**config.mk**
```make
export PLATFORM = sky130hd
export DESIGN_NAME = sl_vphase_gen
export DESIGN_NICKNAME = d
export VERILOG_FILES = /design/src/rtl/sl_vphase_gen.sv
export SDC_FILE = /design/constraint.sdc
export NUM_CORES = 1
export LEC_CHECK = 0
export CORE_AREA = 2 2 113 115
export CTS_BUF_LIST = sky130_fd_sc_hd__clkbuf_8
export DETAILED_ROUTE_END_ITERATION = 8
export DIE_AREA = 0 0 115 117
export RECOVER_POWER = 50
export SLEW_MARGIN = 20
export SYNTH_ARGS = -nofsm -noshare
export SYNTH_HDL_FRONTEND = slang
export SYNTH_SLANG_ARGS = --single-unit
export TNS_END_PERCENT = 10
```
**constraint.sdc**
```tcl
create_clock -name VCLK_i -period 3.7 [get_ports VCLK_i]
set_input_delay 0.555 -clock VCLK_i [delete_from_list [all_inputs] [get_ports VCLK_i]]
set_output_delay 0.555 -clock VCLK_i [all_outputs]
set_load 0.02 [all_outputs]
```
**src/rtl/sl_vphase_gen.sv**
```systemverilog
// Vertical scanline phase generator: per-output-line position inside the
// source line, plus the video stream delayed to stay aligned with it.
module sl_vphase_gen #(
    localparam int color_width_o = 8
) (
    input  logic                       VCLK_i,
    input  logic                       nVRST_i,
    input  logic                       HSYNC_i,
    input  logic                       VSYNC_i,
    input  logic                       DE_i,
    input  logic [3*color_width_o-1:0] vdata_i,
    input  logic [16:0]                vstep_i,
    input  logic [7:0]                 vphase_init_i,
    output logic                       HSYNC_o,
    output logic                       VSYNC_o,
    output logic                       DE_o,
    output logic [3*color_width_o-1:0] vdata_o,
    output logic [7:0]                 sl_rel_pos_o,
    output logic [10:0]                out_line_cnt_o,
    output logic [10:0]                in_line_cnt_o
);

    localparam int VW = 3*color_width_o;

    logic          hs_d1_q, hs_d1_d, hs_d2_q, hs_d2_d;
    logic          vs_d1_q, vs_d1_d, vs_d2_q, vs_d2_d;
    logic          de_d1_q, de_d1_d, de_d2_q, de_d2_d;
    logic [VW-1:0] vdata_d1_q, vdata_d1_d, vdata_d2_q, vdata_d2_d;
    logic [15:0]   acc_q, acc_d;
    logic [10:0]   out_cnt_q, out_cnt_d;
    logic [10:0]   in_cnt_q, in_cnt_d;
    logic          vs_pending_q, vs_pending_d;

    logic          hs_fall, vs_fall;
    logic [16:0]   stp;
    logic [16:0]   sum;

    always_comb begin
        hs_d1_d    = HSYNC_i;
        hs_d2_d    = hs_d1_q;
        vs_d1_d    = VSYNC_i;
        vs_d2_d    = vs_d1_q;
        de_d1_d    = DE_i;
        de_d2_d    = de_d1_q;
        vdata_d1_d = vdata_i;
        vdata_d2_d = vdata_d1_q;
    end

    // First stage holds the newest sample, second stage the previous one.
    assign hs_fall = !hs_d1_q && hs_d2_q;
    assign vs_fall = !vs_d1_q && vs_d2_q;

    always_comb begin
        stp = vstep_i;
        if (vstep_i < 17'h00100) begin
            stp = 17'h00100;
        end else if (vstep_i > 17'h10000) begin
            stp = 17'h10000;
        end
    end

    assign sum = {1'b0, acc_q} + stp;

    always_comb begin
        acc_d        = acc_q;
        out_cnt_d    = out_cnt_q;
        in_cnt_d     = in_cnt_q;
        vs_pending_d = vs_pending_q;
        if (hs_fall) begin
            vs_pending_d = 1'b0;
            if (vs_pending_q || vs_fall) begin
                acc_d     = {vphase_init_i, 8'h00};
                out_cnt_d = 11'd0;
                in_cnt_d  = 11'd0;
            end else begin
                acc_d = sum[15:0];
                if (out_cnt_q != 11'h7FF) begin
                    out_cnt_d = out_cnt_q + 11'd1;
                end
                if (sum[16] && in_cnt_q != 11'h7FF) begin
                    in_cnt_d = in_cnt_q + 11'd1;
                end
            end
        end else if (vs_fall) begin
            vs_pending_d = 1'b1;
        end
    end

    always_ff @(posedge VCLK_i or negedge nVRST_i) begin
        if (!nVRST_i) begin
            hs_d1_q      <= 1'b1;
            hs_d2_q      <= 1'b1;
            vs_d1_q      <= 1'b1;
            vs_d2_q      <= 1'b1;
            de_d1_q      <= 1'b0;
            de_d2_q      <= 1'b0;
            vdata_d1_q   <= '0;
            vdata_d2_q   <= '0;
            acc_q        <= 16'h0000;
            out_cnt_q    <= 11'd0;
            in_cnt_q     <= 11'd0;
            vs_pending_q <= 1'b1;
        end else begin
            hs_d1_q      <= hs_d1_d;
            hs_d2_q      <= hs_d2_d;
            vs_d1_q      <= vs_d1_d;
            vs_d2_q      <= vs_d2_d;
            de_d1_q      <= de_d1_d;
            de_d2_q      <= de_d2_d;
            vdata_d1_q   <= vdata_d1_d;
            vdata_d2_q   <= vdata_d2_d;
            acc_q        <= acc_d;
            out_cnt_q    <= out_cnt_d;
            in_cnt_q     <= in_cnt_d;
            vs_pending_q <= vs_pending_d;
        end
    end

    assign HSYNC_o        = hs_d2_q;
    assign VSYNC_o        = vs_d2_q;
    assign DE_o           = de_d2_q;
    assign vdata_o        = vdata_d2_q;
    assign sl_rel_pos_o   = acc_q[15:8];
    assign out_line_cnt_o = out_cnt_q;
    assign in_line_cnt_o  = in_cnt_q;

endmodule

```
# [Word level (Yosys, flattened, before mapping)]
# Cells that the tools add are included.
[totals] inputBits=54 output_inout_bits=57 regBits=93 wordCells=39
[op_classes] n_eq_ne=2 reduce_logical=11 mux=9 add_sub_neg=3 n_lt_le_gt_ge=2
[op_table] op="11-bit 2-to-1 mux" n=4
[op_table] op="17-bit 2-to-1 mux" n=2
[op_table] op="11-bit by 1-bit adder with 11-bit output, second input constant" n=2
[op_table] op="11-bit != test, second input constant" n=2
[op_table] op="16-bit by 17-bit adder with 17-bit output" n=1
[op_table] op="17-bit greater-than comparator, second input constant" n=1
[op_table] op="17-bit by 9-bit < comparator with 1-bit output, second input constant" n=1
[op_table] op="16-bit 2-to-1 mux" n=1
[op_table] op="2-bit nonzero test" n=3
[op_table] op="2-bit AND reduction" n=2
[op_table] op="1-bit logical AND" n=3
[op_table] op="1-bit zero test" n=2
[op_table] op="1-bit 2-to-1 mux" n=2
[op_table] op="1-bit logical OR" n=1

# [Logic depth before layout (Yosys ltp)]
[logic_depth] word_depth=7 ltp_mapped=14

# [Worst setup path after synthesis]
# No wires, ideal clock.
[synth_path] kind="input to register" start="in vstep_i[11]" end="reg in_cnt_q[9], in the netlist in_line_cnt_o[9]" setup_ns=0.124 t_arrival_ns=3.689 path_stages=13 t_required_ns=3.576 setup_slack_ns=-0.113 cell_sequence="or4_1 -> nor2_1 -> a21oi_1 -> and2_1 -> ha_1 -> fa_1 -> a211oi_1 -> o21ai_1 -> a2111oi_0 -> and4b_4 -> and2_2 -> a32oi_1 -> nand2_1"
[synth_via] elab_chain_cells=7
[synth_rtl] item="start: declaration" line_no="12" source="input logic [16:0] vstep_i,"
[synth_rtl] item="17-bit greater-than comparator" line_no="57" source="end else if (vstep_i > 17'h10000) begin"
[synth_rtl] item="17-bit 2-to-1 mux" line_no="57"
[synth_rtl] item="17-bit 2-to-1 mux *" line_no="55" source="if (vstep_i < 17'h00100) begin"
[synth_rtl] item="16-bit by 17-bit adder with 17-bit output *" line_no="62" source="assign sum = {1'b0, acc_q} + stp;"
[synth_rtl] item="1-bit logical AND *" line_no="80" source="if (sum[16] && in_cnt_q != 11'h7FF) begin"
[synth_rtl] item="2-bit nonzero test (no source line) *"
[synth_rtl] item="2-bit AND reduction (no source line) *"
[synth_rtl] item="end signal: assignment" line_no="114" source="in_cnt_q <= in_cnt_d;"
[synth_rtl] item="end: declaration" line_no="31" source="logic [10:0] in_cnt_q, in_cnt_d;"
# Mark *: on every way between the ends. The rest lies on a longest branch, timed or not.
# A chain may end at the register's enable or synchronous reset.

# [Worst setup path in the final report]
[layout_path] start="in vstep_i[12]" end="reg in_cnt_q[4], in the netlist in_line_cnt_o[4]"
# The elaborated chain is that of the path after synthesis.

==> reports/results.ini <==
[yosys]
synth_area_leaders=dfrtp_1 (52%), ha_1 (5.4%), nand2_1 (4.5%)
synth.area.mux_share_pct=0.239
synthArstFlopShare_pct=100
synth_edf_count=0
ys_seq_area_share_pct=55.6
synth_compound_area_share_pct=13.9
ys.flop_type=dfrtp_1
synth-simple-area-share_pct=17.5
synth_fa_ha_area_share_pct=5.85
yosysWarnings=0
ys_ff_latch=93
synth_fp_nets=462
yosys-top-cells-count=dfrtp_1 (88), nand2_1 (50), a21oi_1 (28)
synth_top_area_cell=dfrtp_1
netlist.area_leader.share_pct=52.5
synth_top_family_by_area=simple AND/OR/NAND/NOR gates
synthXorXnorAreaFrac_pct=3.34
yosysUniqueCellTypes=56
synth.cell_area_um2=4200
synthCells=389
synth_area_per_cell_um2=10.8
yosysMostFrequentCell=dfrtp_1

[global_route]
grt_pass1_wl_um=16700
grt_max_degree=72
grt_pass1_vias=3434
grt_overflow=0
grt_usage_pct=15.9
antenna_found_initial=0

[worst_setup_path]
critPathKind=input pin to flip-flop
crit_start=vstep_i[12]
path_depth=15
cp_max_fo=7
cp_num_buf_inv=2
setup.worst_path.end=in_line_cnt_o[4]
cp_top_family=simple AND/OR/NAND/NOR gates
startpoint_type=input pin
cp-end-kind=flip-flop
worstPathRequired_ps=3990
ff2ff_setup_slack_ps=1060
cp_slowest_cell=or4_4
reg2regPathDepth=10
critPathMaxStageDelay_ps=530
critical_path_arrival_ps=3920
reg2reg_to=in_line_cnt_o[4]
r2r_start=acc_q[0]
worstPathCellList=dlygate4sd2_1 > or4_4 > nor2_4 > a21oi_4 > and2_4 > ha_4 > fa_2 > a211oi_2 > o21ai_2 > buf_4 > nand4_1 > and4b_4 > nand4_4 > or4_1 > nand3_1

[timing]
finClkSkew_ps=9.14
fmax_mhz=275
relSlewSlack_pct=-10.8
finalHoldViolCount=0
min_period_ps=3630
finalWorstSetupSlack_ps=68.6
setup_viol=0
period_share_pct=98.1
tightest_slew_ps=1660
drv_slew=72
hold_ws_ps=354

[clock_network]
clockBufferDepth=2
root_buffer=clkbuf_8
clkTransAtPathRegs_ps=90
cts_buffers=9
clock_latency_ps=350
cts.sinks=93
cts_tree=yes
htreeDepth=3

[route]
firstDrtPassIters=4
drt-total-wl_um=10300
viasPerCell=4.92
drc=0
wl_per_cell_um=14.7
num_vias=3435
postRouteAntennaNets=0
drt_iter0_drc=132

[placed_design]
place_ws_ps=-675
port_buffers=110
hpwl_um=7540
gp_congestion=0.858

[floorplan]
die_area_um2=13500
die_h_um=117
initial_utilization_pct=34.1
die_x_um=115
pin_count=111
num_rows=41
core_um2=12300

[run_status]
violations=capacitance limit, slew limit
outcome=finished, violations left

[finish]
antenna_cells=0
fillers=1146
multi_input_area_um2=1830
seq_area_um2=2330
nets=616
postLayoutCoreUtil_pct=49.3
area_delta_synth_final_pct=44.7
drive_above_1_share_pct=19.2

[power_and_ir_drop]
power.total_w=0.00268
ir_worst_vdd_mv=0.263
power_density_nw_per_um2=441
p_leak_nw=2.64

[hold_path]
hp-class=flip-flop to flip-flop

[run]
maxCapViolCount=1

-- power by group --
| part | internal (W) | switching [W] |
|---|---|---|
| clock network | 0.000336 | 0.000367 |
| registers | 0.00111 | 0.0000817 |
| logic | 0.000401 | 0.000382 |
-- what timing repair did --
item	4_1_cts	5_1_grt
pin swaps	16	17
hold buffers	0	0
gates resized for setup	25	10
setup buffers	5	3
setup endpoints to repair	13	13
hold endpoints to repair	0	0
gates cloned	0	0
-- placed cells by master (no fill, tap or decap), drive strengths merged, types with 11 or more instances in the layout --
cell and instances:
buf 51, ha 18, nand2 50, nor2 25, a21oi 29, o21ai 22
nand3 12, dlygate4sd3 27, clkbuf 11, clkdlybuf4s50 74, dfrtp 88
-- per-layer routing --
layer  track usage, %  share of wire (%)
met2             24.2                 44
met4             4.10               0.45
met3             6.80                9.6
met5                0                  0
met1             21.2                 46
-- worst min path at each step --
stage / from / endpoint / cells past startpoint
CTS: nVRST_i / vdata_d1_q[10] / 1
global route: vdata_d1_q[13] / vdata_o[13] / 0
detailed placement: vdata_d1_q[16] / vdata_o[16] / 0
finish: vdata_d1_q[1] / vdata_o[1] / 0
global placement: vdata_d1_q[7] / vdata_o[7] / 0
floorplan: nVRST_i / DE_o / 0
-- state kept, by name, indices dropped and copies added, names as in the netlist --
signal / flops
vdata_d1_q: 24
vdata_o: 24
acc_q: 16
in_line_cnt_o: 11
out_line_cnt_o: 11
DE_o: 1
HSYNC_o: 1
VSYNC_o: 1
de_d1_q: 1
hs_d1_q: 1
vs_d1_q: 1
vs_pending_q: 1
-- logic make-up (layout without fill, tap and decap cells) --
logic type	count (synthesis)	count (layout)
multiplexers	1	1
buffers and inverters	25	184
flip-flops	93	93
XOR/XNOR	16	16
AO/OA/AOI/OAI	92	92
adder cells (fa/ha/maj)	19	19
AND/OR/NAND/NOR	143	143
-- through the flow --
| step | instances | setup TNS [ps] | instance area [µm²] |
|---|---|---|---|
| 3_5_place_dp | 674 | -9730 | 5690 |
| 5_1_grt | 698 | -18.8 | 6070 |
| 2_1_floorplan | 389 | 0 | 4210 |
| 3_3_place_gp | 674 | -7400 | 5690 |
| 6_report | 698 | 0 | 6070 |
| 4_1_cts | 695 | 0 | 6010 |
-- worst reg2reg max path: cells and delay by family, from the launching register on --
kind	cells	cell delay, ps
AO/OA/AOI/OAI	2	380
buffers and inverters	1	160
AND/OR/NAND/NOR	5	1100
flip-flops	1	420
adder cells (fa/ha/maj)	2	530
-- layout make-up --
class / count / share of cell area, %
Sequential cell: 93 / 38.4
Multi-Input combinational cell: 271 / 30.2
Timing Repair Buffer: 161 / 24.4
Tap cell: 150 / 3.09
Clock buffer: 10 / 2.27
Clock inverter: 6 / 1.13
Inverter: 7 / 0.433
No activity file was read; power rests on OpenSTA's default activity.
